<file path="config.mk">
export PLATFORM = sky130hd
export DESIGN_NAME = log_calculator
export DESIGN_NICKNAME = d
export VERILOG_FILES = /design/src/rtl/log_calculator.sv
export SDC_FILE = /design/constraint.sdc
export NUM_CORES = 1
export LEC_CHECK = 0
export BUFFER_PORTS_ARGS = -buffer_cell sky130_fd_sc_hd__buf_2
export CAP_MARGIN = 20
export CORE_MARGIN = 2
export CORE_UTILIZATION = 44
export DETAILED_ROUTE_END_ITERATION = 8
export HOLD_SLACK_MARGIN = 0.15
export PLACE_DENSITY = 0.83
export SLEW_MARGIN = 20
export SYNTH_ARGS = -nofsm -noshare
export SYNTH_HDL_FRONTEND = slang
export SYNTH_SLANG_ARGS = --single-unit
</file>
<file path="constraint.sdc">
create_clock -name clk -period 0.85 [get_ports clk]
set_clock_uncertainty 0.05 [all_clocks]
set_input_delay 0.17 -clock clk [delete_from_list [all_inputs] [get_ports clk]]
set_output_delay 0.17 -clock clk [all_outputs]
set_load 0.01 [all_outputs]
</file>
<file path="src/rtl/log_calculator.sv">
// Mitchell log2 front end: leading-one characteristic plus left-aligned
// fraction, captured into output registers on in_valid.
module log_calculator (
  input  logic       clk,
  input  logic       rst,
  input  logic       in_valid,
  input  logic [7:0] in,
  output logic [2:0] w1,
  output logic [7:0] w2,
  output logic       zero,
  output logic       out_valid
);

  logic [2:0] k;
  logic [7:0] norm;
  logic [7:0] frac;
  logic       is_zero;

  logic [2:0] w1_q, w1_d;
  logic [7:0] w2_q, w2_d;
  logic       zero_q, zero_d;
  logic       vld_q, vld_d;

  // Higher bits overwrite lower ones, so bit 7 wins.
  always_comb begin
    k = 3'd0;
    for (int i = 0; i < 8; i++) begin
      if (in[i]) k = 3'(i);
    end
  end

  // Leading one lands on bit 7 and is then shifted out.
  always_comb begin
    norm    = in << (3'd7 - k);
    frac    = {norm[6:0], 1'b0};
    is_zero = (in == 8'd0);
  end

  always_comb begin
    w1_d   = w1_q;
    w2_d   = w2_q;
    zero_d = zero_q;
    vld_d  = in_valid;
    if (in_valid) begin
      w1_d   = k;
      w2_d   = frac;
      zero_d = is_zero;
    end
  end

  always_ff @(posedge clk or posedge rst) begin
    if (rst) begin
      w1_q   <= 3'd0;
      w2_q   <= 8'd0;
      zero_q <= 1'b0;
      vld_q  <= 1'b0;
    end else begin
      w1_q   <= w1_d;
      w2_q   <= w2_d;
      zero_q <= zero_d;
      vld_q  <= vld_d;
    end
  end

  assign w1        = w1_q;
  assign w2        = w2_q;
  assign zero      = zero_q;
  assign out_valid = vld_q;

endmodule

</file>
# After elaboration in Yosys (flattened, before gate mapping)
# Cells that the tools add are included.
word_totals:
  register_bits: 12
  inputBits: 11
  out_inout_bits: 13
  wordCells: 14
classes:
  n_addsub: 1
  n_shift: 1
  n_mux: 7
  n_reduce_logical: 1
op_table:
  columns: ["operator", "count"]
  rows:
  - ["3-bit two-way mux", 6]
  - ["8-bit zero test", 1]
  - ["8-bit by 3-bit << shifter with 7-bit output", 1]
  - ["3-bit subtractor, first input constant", 1]
  - ["1-bit two-way mux", 1]

# Longest topological paths before layout
depth:
  depth_word: 9
  ltp_mapped: 6
  depth_no_buf: 5

# Least setup slack after synthesis
# Ideal clock, no wire load.
synth_timing:
  path_kind: "input -> register"
  from: "input in[7]"
  to: "register w2_q[5], in the netlist w2[5]"
  setup_ps: 126
  arrival_time_ps: 1047
  t_required_ps: 674
  slack_ps: -373
  stages: 5
  path_buffers: 1
  cell_sequence: "buf_4 > or2b_1 > o221ai_1 > a21oi_1 > a221o_1"
synth_via:
  elab_chain_len: 3
synth_lines:
  columns: ["item", "line", "rtl"]
  rows:
  - ["from (decl)", "7", "input logic [7:0] in,"]
  - ["3-bit two-way mux", "28", "if (in[i]) k = 3'(i);"]
  - ["3-bit subtractor", "34", "norm = in << (3'd7 - k);"]
  - ["8-bit by 3-bit << shifter with 7-bit output (*)", "34", null]
  - ["to (signal assigned)", "59", "w2_q <= w2_d;"]
  - ["to (decl)", "20", "logic [7:0] w2_q, w2_d;"]
# Mark *: on every way between the ends. The rest lies on a longest branch, timed or not.
# A chain may end at the register's enable or synchronous reset.

# Final worst setup path
layout_timing:
  from: "input in[4]"
  to: "register w2_q[7], in the netlist w2[7]"
layout_via:
  elab_chain_len: 6
layout_lines:
  columns: ["item", "line"]
  rows:
  - ["3-bit two-way mux (4 in a row)", "28"]
  - ["3-bit subtractor", "34"]
  - ["8-bit by 3-bit << shifter with 7-bit output (*)", "34"]
# Marks and branches as above.

==> results.sh <==
export IMPL_drc=0
export IMPL_synthesis_area_um2=800
export IMPL_slew_viol_final=0
export IMPL_ant_nets=0
export IMPL_power_density_nw_per_um2=1180
export IMPL_nFillCells=120
export IMPL_drtPass1Iterations=4
export IMPL_rsz0062_at_grt="yes"
export IMPL_maxCapViolCount=0
export IMPL_clock_sinks=12
export IMPL_first_global_vias=834
export IMPL_hp_start="in_valid"
export IMPL_dieArea_um2=2170
export IMPL_fin_ws_ns=-0.173
export IMPL_gp_congestion=0.844
export IMPL_start_util_pct=46.3
export IMPL_synth_cell_types=30
export IMPL_ys_ff_latch=12
export IMPL_critPathMaxFanout=6
export IMPL_hpwlAfterDp_um=1590
export IMPL_crit_type="in -> reg"
export IMPL_slowest_stage="mux2_4"
export IMPL_insertion_delay_ns=0.27
export IMPL_cts_buffers_inserted=3
export IMPL_hold_viol_final=0
export IMPL_stdcell_area_um2=1390
export IMPL_grt_overflow_total=0
export IMPL_grt_max_degree=13
export IMPL_r2r_cells=4
export IMPL_cts_root_buf="clkbuf_4"
export IMPL_max_freq_ghz=0.978
export IMPL_setup_viol=20
export IMPL_tritoncts="done"
export IMPL_r2r_start="w2[6]"
export IMPL_n_antenna_cell=0
export IMPL_holdPathEnd="out_valid"
export IMPL_path_buf_inv=2
export IMPL_seq_area_frac_synth_pct=37.6
export IMPL_routedWlPerCell_um=13.4
export IMPL_max_stage_delay_ns=0.29
export IMPL_worstSetupPathDepth=6
export IMPL_final_common_cell="buf_4"
export IMPL_die_h_um=46.6
export IMPL_vdd_drop_max_mv=0.790
export IMPL_drive_gt1_share_pct=62.8
export IMPL_dieWidth_um=46.6
export IMPL_wirelength_um=2270
export IMPL_grt_pass1_wl_um=3490
export IMPL_drtIter0Drc=21
export IMPL_cp_cell_sequence="buf_8 -> buf_12 -> o31ai_4 -> nand2_1 -> mux2_4 -> o221ai_2"
export IMPL_leakage_nw=0.624
export IMPL_clk_pin_slew_ns=0.07
export IMPL_timing_rr_end="w2[6]"
export IMPL_h_tree_depth=1
export IMPL_synth_cells=87
export IMPL_rows=15
export IMPL_cts_path_max_buffers=2
export IMPL_outcome="finished with violations"
export IMPL_r2r_setup_slack_ns=-0.10
export IMPL_totalPowerFinal_mw=1.63
export IMPL_vias=876
export IMPL_synth_avg_cell_area_um2=9.19
export IMPL_whs_path_depth=2
export IMPL_coreArea_um2=1730
export IMPL_placed_cell_area_um2=1070
export IMPL_post_route_min_period_ns=1.02
export IMPL_crit_family="compound AO/OA/AOI/OAI gates"
export IMPL_yosysWarnings=0
export IMPL_antenna_found_initial=0
export IMPL_track_usage_pct=22.8
export IMPL_holdWs_ns=0.151
export IMPL_ios=24
export IMPL_startpoint_type="input pin"
export IMPL_post_route_period_util_pct=120
export IMPL_worst_ep_required_time_ns=0.99
export IMPL_portBuffers=22
export IMPL_synthesis_nets=98
export IMPL_worst_setup_path_end_kind="register"
export IMPL_hp_class="in -> reg"
export IMPL_arrival_ns=1.17
export IMPL_final_cell_mix="buf_4 (37), buf_2 (16), dfrtp_1 (12), nor2_1 (9), o21ai_0 (6)"
export IMPL_tns_ns=-2.70
export IMPL_vias_per_cell=5.15
export IMPL_nets=158
export IMPL_violations="setup timing"
export IMPL_area_growth_pct=73.2
[metrics by stage]
step	setup slack (ns)	util, %	std cells
2_1_floorplan	-0.347	-	87
3_3_place_gp	-0.510	62.2	151
3_5_place_dp	-0.548	62.2	151
4_1_cts	-0.168	77.2	168
5_1_grt	-0.202	80.2	170
6_report	-0.173	80.2	170
[sequential cells by signal (all words and copies together) (netlist names)]
signal,count
zero,1
w1,3
w2,7
out_valid,1
[Yosys cell counts (all sizes together)]
cell     number  share of area (%)
nor2         14                6.9
dfrtp        12                 38
o21ai         8                5.0
a21oi         7                5.3
inv           7                3.3
buf           6                7.5
nand2         4                1.9
o221ai        4                5.2
nand3         3                1.9
a32oi         2                2.2
clkbuf        2               0.94
nand2b        2                1.6
o21a          2                1.9
o2bb2ai       2                2.2
a221o         1                1.3
a2bb2oi       1                1.1
conb          1               0.47
mux2          1                1.9
nand4b        1                1.1
nor2b         1               0.78
nor4          1                2.7
o211ai        1               0.94
o31a          1                2.2
o31ai         1                2.7
or2b          1               0.94
or3           1               0.78
[where the power goes]
group          switching (mW)  internal, mW  leakage [nW]
clock                   0.178         0.164        0.0138
sequential             0.0241         0.623         0.141
combinational           0.295         0.346         0.469
total                   0.497          1.13         0.624
[final cells by class]
type	instances	area [µm²]	share of cell area (%)
Clock buffer	3	22.5	1.63
Inverter	7	37.5	2.71
Sequential cell	12	300	21.7
Timing Repair Buffer	63	503	36.3
Tap cell	25	31.3	2.26
Multi-Input combinational cell	60	490	35.4
[logic make-up after synthesis]
kind of cell | Yosys count | share of synthesized area [%]
buffers and inverters | 15 | 11.7
muxes | 1 | 1.88
DFF | 12 | 37.6
and+or+nand+nor | 28 | 18.5
AOI/OAI and AO/OA | 30 | 29.9
other | 1 | 0.469
[routing by layer]
metal / vias up / part of all wire, % / wire [µm] / global-route usage [%]
met5: - / 0 / 0 / 0
met4: 0 / 2.1 / 47 / 11.1
li1: 426 / - / - / -
met2: 31 / 53 / 1210 / 41.9
met3: 7 / 3.8 / 87 / 1.96
met1: 412 / 41 / 933 / 25.9
[worst max path at each step]
stage           from  endpoint
2_1_floorplan  in[7]     w2[5]
3_3_place_gp   in[6]     w2[5]
3_5_place_dp   in[6]     w2[7]
4_1_cts        w2[5]     w2[5]
5_1_grt        w1[2]     w1[2]
6_report       in[4]     w2[7]
[what timing repair did]
item,in CTS,in global routing
pin swaps,12,6
setup buffers,13,2
hold buffers,1,0
setup endpoints to repair,20,32
endpoints found under the hold margin,13,0
gates resized for setup,36,10
No activity file was read; power rests on OpenSTA's default activity.
